**src/rtl/phi_pkg.sv**
```systemverilog
// rtl/phi_pkg.sv - shared defaults and strobe index constants for phi_tracker
package phi_pkg;

   // Default parameter values for phi_tracker and phi_edge_sync
   localparam int PHI_CNT_W      = 8;
   localparam int PHI_GUARD_BITS = 4;
   localparam int PHI_SYNC_LEN   = 4;
   localparam int PHI_LOCK_BITS  = 4;
   localparam int PHI_TOL_BITS   = 2;

   // Bit positions inside the strobe delay lines (oldest tap is P1)
   localparam int STB_M2 = 0;
   localparam int STB_M1 = 1;
   localparam int STB_P0 = 2;
   localparam int STB_P1 = 3;

endpackage

```
**src/rtl/phi_edge_sync.sv**
```systemverilog
// rtl/phi_edge_sync.sv - PHI2 synchroniser and falling-edge qualifier
// Ports: clk, reset_n (async active-low); i_phi2 asynchronous host PHI2;
// o_sync one-cycle pulse on a qualified falling edge; o_level synced level.
module phi_edge_sync
   import phi_pkg::*;
#(
   parameter int SYNC_LEN = PHI_SYNC_LEN
) (
   input  logic clk,
   input  logic reset_n,
   input  logic i_phi2,
   output logic o_sync,
   output logic o_level
);

   logic [SYNC_LEN-1:0] r_shift;
   logic                r_sync;

   // A falling edge only qualifies after SYNC_LEN-1 consecutive high samples,
   // so short high blips during the low phase never produce a sync.
   always_ff @(posedge clk or negedge reset_n) begin
      if (!reset_n) begin
         r_shift <= '0;
         r_sync  <= 1'b0;
      end else begin
         r_shift <= {r_shift[SYNC_LEN-2:0], i_phi2};
         r_sync  <= (&r_shift[SYNC_LEN-1:1]) & ~r_shift[0];
      end
   end

   assign o_sync  = r_sync;
   assign o_level = r_shift[SYNC_LEN-1];

endmodule

```
**src/rtl/phi_tracker.sv**
```systemverilog
// rtl/phi_tracker.sv - PHI2 clock recovery NCO with phase-strobe generation
// Ports: clk, reset_n (async active-low); phi2_in asynchronous host PHI2;
// phase_shift strobe advance in clk cycles (quasi-static);
// phi2_out regenerated PHI2; locked NCO lock; lost no qualified edge for
// 2^CNT_W-1 cycles; period integer divider (output period = period+1);
// full_m2..full_p1 / half_m2..half_p1 strobes around the falling / rising edge.
module phi_tracker
   import phi_pkg::*;
#(
   parameter int CNT_W      = PHI_CNT_W,
   parameter int GUARD_BITS = PHI_GUARD_BITS,
   parameter int SYNC_LEN   = PHI_SYNC_LEN,
   parameter int LOCK_BITS  = PHI_LOCK_BITS,
   parameter int TOL_BITS   = PHI_TOL_BITS
) (
   input  logic             clk,
   input  logic             reset_n,
   input  logic             phi2_in,
   input  logic [CNT_W-1:0] phase_shift,
   output logic             phi2_out,
   output logic             locked,
   output logic             lost,
   output logic [CNT_W-1:0] period,
   output logic             full_m2,
   output logic             full_m1,
   output logic             full_p0,
   output logic             full_p1,
   output logic             half_m2,
   output logic             half_m1,
   output logic             half_p0,
   output logic             half_p1
);

   localparam int ACC_W = CNT_W + GUARD_BITS;
   localparam logic [CNT_W-1:0] CNT_ONE     = CNT_W'(1);
   localparam logic [CNT_W-1:0] CNT_MAX     = '1;
   localparam logic [CNT_W-1:0] CNT_PRE_MAX = ~CNT_W'(1);

   logic                  w_sync;
   logic                  w_level_unused;
   logic [CNT_W-1:0]      r_in_cnt;
   logic [CNT_W-1:0]      r_out_cnt;
   logic [CNT_W-1:0]      r_divider;
   logic [GUARD_BITS-1:0] r_frac;
   logic [GUARD_BITS-1:0] r_frac_cnt;
   logic                  r_lost;
   logic [LOCK_BITS-1:0]  r_lock_cnt;
   logic [3:0]            r_full;
   logic [3:0]            r_half;
   logic                  r_phi2;

   logic [CNT_W:0]          w_adjust;
   logic [CNT_W:TOL_BITS]   w_adj_hi;
   logic                    w_adj_in_tol;
   logic [ACC_W-1:0]        w_adj_ext;
   logic [ACC_W-1:0]        w_acc_next;
   logic [GUARD_BITS:0]     w_frac_sum;
   logic [CNT_W-1:0]        w_reload;
   logic [CNT_W-1:0]        w_out_ph;
   logic                    w_lost_set;
   logic                    w_full_hit;
   logic                    w_half_hit;

   phi_edge_sync #(
      .SYNC_LEN (SYNC_LEN)
   ) u_edge_sync (
      .clk     (clk),
      .reset_n (reset_n),
      .i_phi2  (phi2_in),
      .o_sync  (w_sync),
      .o_level (w_level_unused)
   );

   // Phase error at each qualified edge; forced to zero in holdover so the
   // saturated input count cannot drag the divider.
   assign w_adjust     = (w_sync && !r_lost) ? ({1'b0, r_in_cnt} - {1'b0, r_divider}) : '0;
   assign w_adj_hi     = w_adjust[CNT_W:TOL_BITS];
   assign w_adj_in_tol = (w_adj_hi == '0) || (&w_adj_hi);
   assign w_adj_ext    = ACC_W'($signed(w_adjust));
   assign w_acc_next   = {r_divider, r_frac} + w_adj_ext;

   // Fractional accumulator: its carry decides whether the reload adds a cycle.
   assign w_frac_sum = {1'b0, r_frac_cnt} + {1'b0, ~r_frac};
   assign w_reload   = r_in_cnt + CNT_W'(w_frac_sum[GUARD_BITS]);

   assign w_lost_set = !w_sync && (r_in_cnt == CNT_PRE_MAX);

   assign w_out_ph   = r_out_cnt + phase_shift;
   assign w_full_hit = (w_out_ph == r_divider);
   assign w_half_hit = (w_out_ph == (r_divider >> 1));

   always_ff @(posedge clk or negedge reset_n) begin
      if (!reset_n) begin
         r_in_cnt   <= '0;
         r_lost     <= 1'b0;
         r_divider  <= '0;
         r_frac     <= '0;
         r_frac_cnt <= '0;
         r_out_cnt  <= '0;
         r_lock_cnt <= '0;
         r_full     <= '0;
         r_half     <= '0;
         r_phi2     <= 1'b0;
      end else begin
         if (w_sync) begin
            r_in_cnt <= '0;
         end else if (r_in_cnt != CNT_MAX) begin
            r_in_cnt <= r_in_cnt + CNT_ONE;
         end

         if (w_sync) begin
            r_lost <= 1'b0;
         end else if (w_lost_set) begin
            r_lost <= 1'b1;
         end

         {r_divider, r_frac} <= w_acc_next;

         // Re-phase the output counter to the input counter once per period;
         // in holdover it free-runs at the held divider.
         if (r_full[STB_M1] && !r_lost) begin
            r_frac_cnt <= w_frac_sum[GUARD_BITS-1:0];
            r_out_cnt  <= w_reload;
         end else if (r_out_cnt >= r_divider) begin
            r_out_cnt <= '0;
         end else begin
            r_out_cnt <= r_out_cnt + CNT_ONE;
         end

         r_full <= {r_full[STB_P0:STB_M2], w_full_hit};
         r_half <= {r_half[STB_P0:STB_M2], w_half_hit};

         // Clear has priority over set when both strobes coincide.
         if (r_full[STB_M1]) begin
            r_phi2 <= 1'b0;
         end else if (r_half[STB_M1]) begin
            r_phi2 <= 1'b1;
         end

         if (!w_adj_in_tol || w_lost_set) begin
            r_lock_cnt <= '0;
         end else if (w_sync && !r_lock_cnt[LOCK_BITS-1]) begin
            r_lock_cnt <= r_lock_cnt + LOCK_BITS'(1);
         end
      end
   end

   assign phi2_out = r_phi2;
   assign locked   = r_lock_cnt[LOCK_BITS-1];
   assign lost     = r_lost;
   assign period   = r_divider;
   assign full_m2  = r_full[STB_M2];
   assign full_m1  = r_full[STB_M1];
   assign full_p0  = r_full[STB_P0];
   assign full_p1  = r_full[STB_P1];
   assign half_m2  = r_half[STB_M2];
   assign half_m1  = r_half[STB_M1];
   assign half_p0  = r_half[STB_P0];
   assign half_p1  = r_half[STB_P1];

endmodule
```
**config.mk**
```make
export PLATFORM = sky130hd
export DESIGN_NAME = phi_tracker
export DESIGN_NICKNAME = d
export VERILOG_FILES = /design/src/rtl/phi_pkg.sv /design/src/rtl/phi_edge_sync.sv /design/src/rtl/phi_tracker.sv
export SDC_FILE = /design/constraint.sdc
export NUM_CORES = 1
export LEC_CHECK = 0
export CAP_MARGIN = 25
export CELL_PAD_IN_SITES_DETAIL_PLACEMENT = 1
export CELL_PAD_IN_SITES_GLOBAL_PLACEMENT = 2
export CORE_UTILIZATION = 38
export CTS_CLUSTER_SIZE = 12
export DETAILED_ROUTE_END_ITERATION = 6
export PLACE_DENSITY = 0.82
export SETUP_SLACK_MARGIN = 0.02
export SKIP_CTS_REPAIR_TIMING = 1
export SLEW_MARGIN = 20
export SYNTH_ARGS = -nofsm -noshare
export SYNTH_HDL_FRONTEND = slang
export SYNTH_SLANG_ARGS = --single-unit
```
**constraint.sdc**
```tcl
create_clock -name clk -period 3.8 [get_ports clk]
set_clock_uncertainty 0.05 [all_clocks]
set_input_delay 0.57 -clock clk [delete_from_list [all_inputs] [get_ports clk]]
set_output_delay 0.57 -clock clk [all_outputs]
set_load 0.03 [all_outputs]
```
# Yosys cells after proc, flatten, opt, wreduce, memory -nomap -nowiden
# Cells that the tools add are included.
# W data, S select, Z words.
[word_totals]
register_bits = 51
inputBits = 11
wordCells = 56
output_inout_bits = 19
[op_classes]
reduce_logical = 17
bitwise = 3
n_eq_ne = 4
n_addsub = 8
magnitude_cmp = 1
muxes = 11
[ops]
columns = ["operator", "count"]
rows = [
  ["$mux W8", 4],
  ["$add A8 B1 Y8 const B", 2],
  ["$add A12 B12 Y12", 1],
  ["$mux W9", 1],
  ["$sub A8 B8 Y9", 1],
  ["$add A8 B1 Y8", 1],
  ["$add A8 B8 Y8", 1],
  ["$eq A8 B7 Y1", 1],
  ["$eq A8 B8 Y1", 1],
  ["$eq A8 B8 Y1 const B", 1],
  ["$ge A8 B8 Y1", 1],
  ["$mux W4", 2],
  ["$ne A8 B8 Y1 const B", 1],
  ["$reduce_bool A2 Y1", 4],
  ["$logic_not A7 Y1", 1],
  ["$reduce_and A7 Y1", 1],
  ["$add A4 B4 Y5", 1],
  ["$add A4 B1 Y4 const B", 1],
  ["$logic_and A1 B1 Y1", 4],
  ["$logic_not A1 Y1", 4],
  ["$mux W1", 4],
  ["$not A4 Y4", 1],
  ["$reduce_and A3 Y1", 1],
  ["$logic_or A1 B1 Y1", 2],
  ["other kinds (2)", 2],
]

# Logic depth before layout (Yosys ltp)
[logic_depth]
word_depth = 8
depth_mapped = 15
mapped_depth_nobuf = 15

# Modules after synthesis
# From an unflattened synthesis, not the netlist that was laid out.
[unflattened]
hier_cells = 396
area_unflattened_um2 = 3793.6
[by_module_without_submodules]
columns = ["mod", "area_each_um2", "instances", "seq_area_each_um2", "cells_per_inst"]
rows = [
  ["phi_tracker", 3658.5, 1, 1151.1, 390],
  ["phi_edge_sync", 135.1, 1, 125.1, 6],
]

# Least setup slack after synthesis
# OpenSTA, ideal clock, no wires.
[synth_timing]
kind = "reg-to-reg"
startpoint = "register r_divider[0], in the netlist period[0]"
endpoint = "register r_divider[7], in the netlist period[7]"
required_ns = 3.620
setup_slack_ns = 0.292
synth_period_minus_slack_ns = 3.508
t_arrival_ns = 3.328
setup_time_ns = 0.130
path_stages_with_launch = 15
n_path_buf = 0
path_cell_list = "dfrtp_1 -> ha_1 -> fa_1 -> nor2b_4 -> o21a_1 -> nor2_1 -> xnor2_1 -> and2_1 -> ha_1 -> nor2b_1 -> a311o_1 -> a21o_1 -> a41o_1 -> o41ai_2 -> xnor2_1"
[synth_between]
elab_chain_len = 3
[synth_rtl]
columns = ["element", "line_no", "source"]
rows = [
  ["from (decl)", "phi_tracker.sv:43", "logic [CNT_W-1:0] r_divider;"],
  ["from (signal assigned)", "phi_tracker.sv:117", "{r_divider, r_frac} <= w_acc_next;"],
  ["$sub A8 B8 Y9", "phi_tracker.sv:76", "assign w_adjust = (w_sync && !r_lost) ? ({1'b0, r_in_cnt} - {1'b0, r_divider}) : '0;"],
  ["$mux W9", "phi_tracker.sv:76", ""],
  ["$add A12 B12 Y12 *", "phi_tracker.sv:80", "assign w_acc_next = {r_divider, r_frac} + w_adj_ext;"],
  ["via w_acc_next[11]", "phi_tracker.sv:56", "logic [ACC_W-1:0] w_acc_next;"],
]
# The timed path passes the listed nets; every way through them passes the cells marked *.
# A chain may end at the register's enable or synchronous reset.

# Worst setup path in the final report
[layout_timing]
startpoint = "register r_in_cnt[0]"
endpoint = "register r_divider[7], in the netlist period[7]"
[layout_between]
elab_chain_len = 3
[layout_rtl]
columns = ["element", "line_no", "source"]
rows = [
  ["from (decl)", "phi_tracker.sv:41", "logic [CNT_W-1:0] r_in_cnt;"],
  ["from (signal assigned)", "phi_tracker.sv:108", "r_in_cnt <= r_in_cnt + CNT_ONE;"],
  ["$sub A8 B8 Y9", "phi_tracker.sv:76", ""],
  ["$mux W9", "phi_tracker.sv:76", ""],
  ["$add A12 B12 Y12", "phi_tracker.sv:80", ""],
  ["via w_acc_next[11]", "phi_tracker.sv:56", ""],
]
# The timed path passes the listed nets, and every way through them passes these cells.

==> flow_summary.yaml <==
setup_path:
  path_buf_inv: 1
  cp-end-kind: "flip-flop"
  crit_fanout: 5
  path_delay_family: "compound AO/OA/AOI/OAI gates"
  slowest_delay_ns: 0.42
  crit_path_top_delay_cell: "fa_1"
  worstPathRequired_ns: 3.95
  critPathKind: "reg -> reg"
  worstPathArrival_ns: 3.78
  cp_common_cell: "ha_1"
  crit_chain: "inv_1 > ha_1 > fa_1 > nor2b_4 > o21a_1 > nor2_1 > xnor2_2 > and2_1 > ha_1 > nor2b_1 > a311o_1 > a21o_1 > a41o_1 > o41ai_2 > xnor2_1"
  worst-path-stages: 15
  setup.worst_path.end: "period[7]"
  r2r_end: "period[7]"
  regToRegSetupSlack_ns: 0.17
  timing.rr.start: "r_in_cnt[0]"
  startpoint_type: "flip-flop"
  worstRegToRegCells: 15
  cp-startpoint: "r_in_cnt[0]"
synthesis:
  yosysSeqAreaShare_pct: 33.6
  syn_area_sq_um: 3790
  ys_ff_latch: 51
  ys_types: 57
  synth_edf_count: 0
  synth_area_per_cell_sq_um: 9.58
  synth_fp_nets: 456
  async_flop_share_pct: 100
  synthFlopType: "dfrtp_1"
  yosys_warnings: 0
  synth_cells: 396
detailed_routing:
  wirelength_mm: 9.58
  wl_per_cell_um: 16.8
  ant_nets: 0
  drcViolationCount: 0
  drt_pass1_iterations: 4
  vias: 2998
  via_per_inst: 5.27
  drtIter0Drc: 57
floorplan:
  core_area_sq_um: 9730
  pin_count: 30
  start_util_pct: 39.0
  num_rows: 36
  fp.dieW_um: 102
  dieArea_sq_um: 10400
  dieHeight_um: 102
timing:
  tns_ns: 0
  max_slew_margin_pct: 67.5
  fmax_mhz: 276
  tightest_slew_ns: 0.488
  hold_violations: 0
  min_period_ns: 3.63
  setup_violations: 0
  hold_ws_ns: 0.0828
  finalMaxSlewViolations: 0
  fin_crit_sh_pct: 95.5
finish:
  syn_to_final_growth_pct: 16.9
  final_common_cell: "dfrtp_1"
  fillCellCount: 1140
  fin_util_pct: 45.6
  drive_gt1_share_pct: 8.26
  most-common-layout-cells: "dfrtp_1 (49), ha_1 (45), xnor2_1 (36)"
  nets: 495
  diodes: 0
clocking:
  clk_latency_ns: 0.31
  cts_buffers: 5
  path_clk_slew_ns: 0.11
  clock_path_buffers: 2
  cts.sinks: 51
  cts_root_buffer: "clkbuf_8"
  h-tree-depth: 2
  cts_tree: "built"
global_route:
  grt_pass1_vias: 3130
  grt_pass1_wl_mm: 15.8
  grt.total_usage_pct: 20.0
  antenna_found_initial: 0
  grt_max_degree: 38
  grt_overflow_total: 0
placement:
  portBuffers: 29
  gp_congestion: 0.793
  dpl.hpwl_mm: 7.54
power_and_ir_drop:
  leakagePower_nw: 2.07
  p_per_area_nw_per_um2: 814
  vdd_drop_max_uv: 282
run_status:
  status: "finished clean"
run:
  maxCapViolations: 0
worst_hold_path:
  worstHoldPathType: "in -> async"
==> logic make-up after synthesis <==
group,share of synthesized area [%]
AND/OR/NAND/NOR,17.1
AO/OA/AOI/OAI,14.9
XOR/XNOR,12.5
flip-flops,33.6
adder cells (fa/ha/maj),17.0
buffers and inverters,3.27
multiplexers,1.68
==> cell type report <==
cell class                      count  area (sq um)  share of cell area [%]
Inverter                           25          93.8                    2.12
Tap cell                          133           166                    3.75
Multi-Input combinational cell    312          2400                    54.1
Clock inverter                      3          46.3                    1.04
Sequential cell                    51          1280                    28.8
Clock buffer                        5          68.8                    1.55
Timing Repair Buffer               40           380                    8.58
==> registers in the layout, indices dropped and copies added (netlist names) <==
signal and cells:
lost 1, period 8, phi2_out 1, r_frac 4, r_frac_cnt 4, r_full 4, r_half 4, r_in_cnt 8
r_lock_cnt 4, r_out_cnt 8, u_edge_sync.o_sync 1, u_edge_sync.r_shift 4
==> per-stage QoR <==
stage	total power [mW]	worst slack (ns)	cells	area, sq um
finish	3.61	0.171	569	4440
CTS	3.62	0.117	567	4400
floorplan	2.56	0.292	396	3790
global route	3.95	-0.00983	569	4440
global placement	3.12	0.192	559	4280
detailed placement	3.20	0.162	559	4280
==> worst min-delay path by stage <==
| stage | end | slack [ns] | start | depth (start not counted) |
|---|---|---|---|---|
| 2_1_floorplan | lost | 0.22 | reset_n | 0 |
| 6_report | r_full[1] | 0.08 | reset_n | 1 |
| 3_5_place_dp | u_edge_sync.r_shift[2] | 0.31 | u_edge_sync.r_shift[1] | 0 |
| 3_3_place_gp | u_edge_sync.r_shift[3] | 0.30 | u_edge_sync.r_shift[2] | 0 |
| 5_1_grt | r_full[0] | 0.08 | reset_n | 1 |
| 4_1_cts | u_edge_sync.r_shift[2] | 0.34 | u_edge_sync.r_shift[1] | 0 |
==> metal layers <==
layer	share of wire [%]	vias to the layer above	global-route usage, %
met5	0	-	0
met4	1.4	0	4.62
met3	2.6	8	2.53
met2	50	40	36.6
met1	46	1479	24.9
li1	-	1471	-
==> where the power goes <==
group,internal [mW],switching [mW],leakage [nW]
Sequential,0.711,0.229,0.651
Combinational,1.05,1.22,1.37
Clock,0.199,0.201,0.0548
Total,1.96,1.65,2.07
==> synthesized netlist by cell type (all sizes together) (4+ instances only) <==
library cell	number	area [sq um]
nor2b	10	70.1
fa	4	80.1
nor2	36	138
or3	7	43.8
a211oi	4	30.0
nand3	12	65.1
ha	45	563
xnor2	37	324
dfrtp	51	1280
a2bb2o	4	53.8
a21o	9	67.6
a21oi	14	70.1
nand2b	10	62.6
xor2	17	149
nor3	11	55.1
inv	24	90.1
and2	4	25.0
nand2	19	71.3
o21ai	22	114
clkbuf	7	26.3
Power figures use the tool's default switching activity.
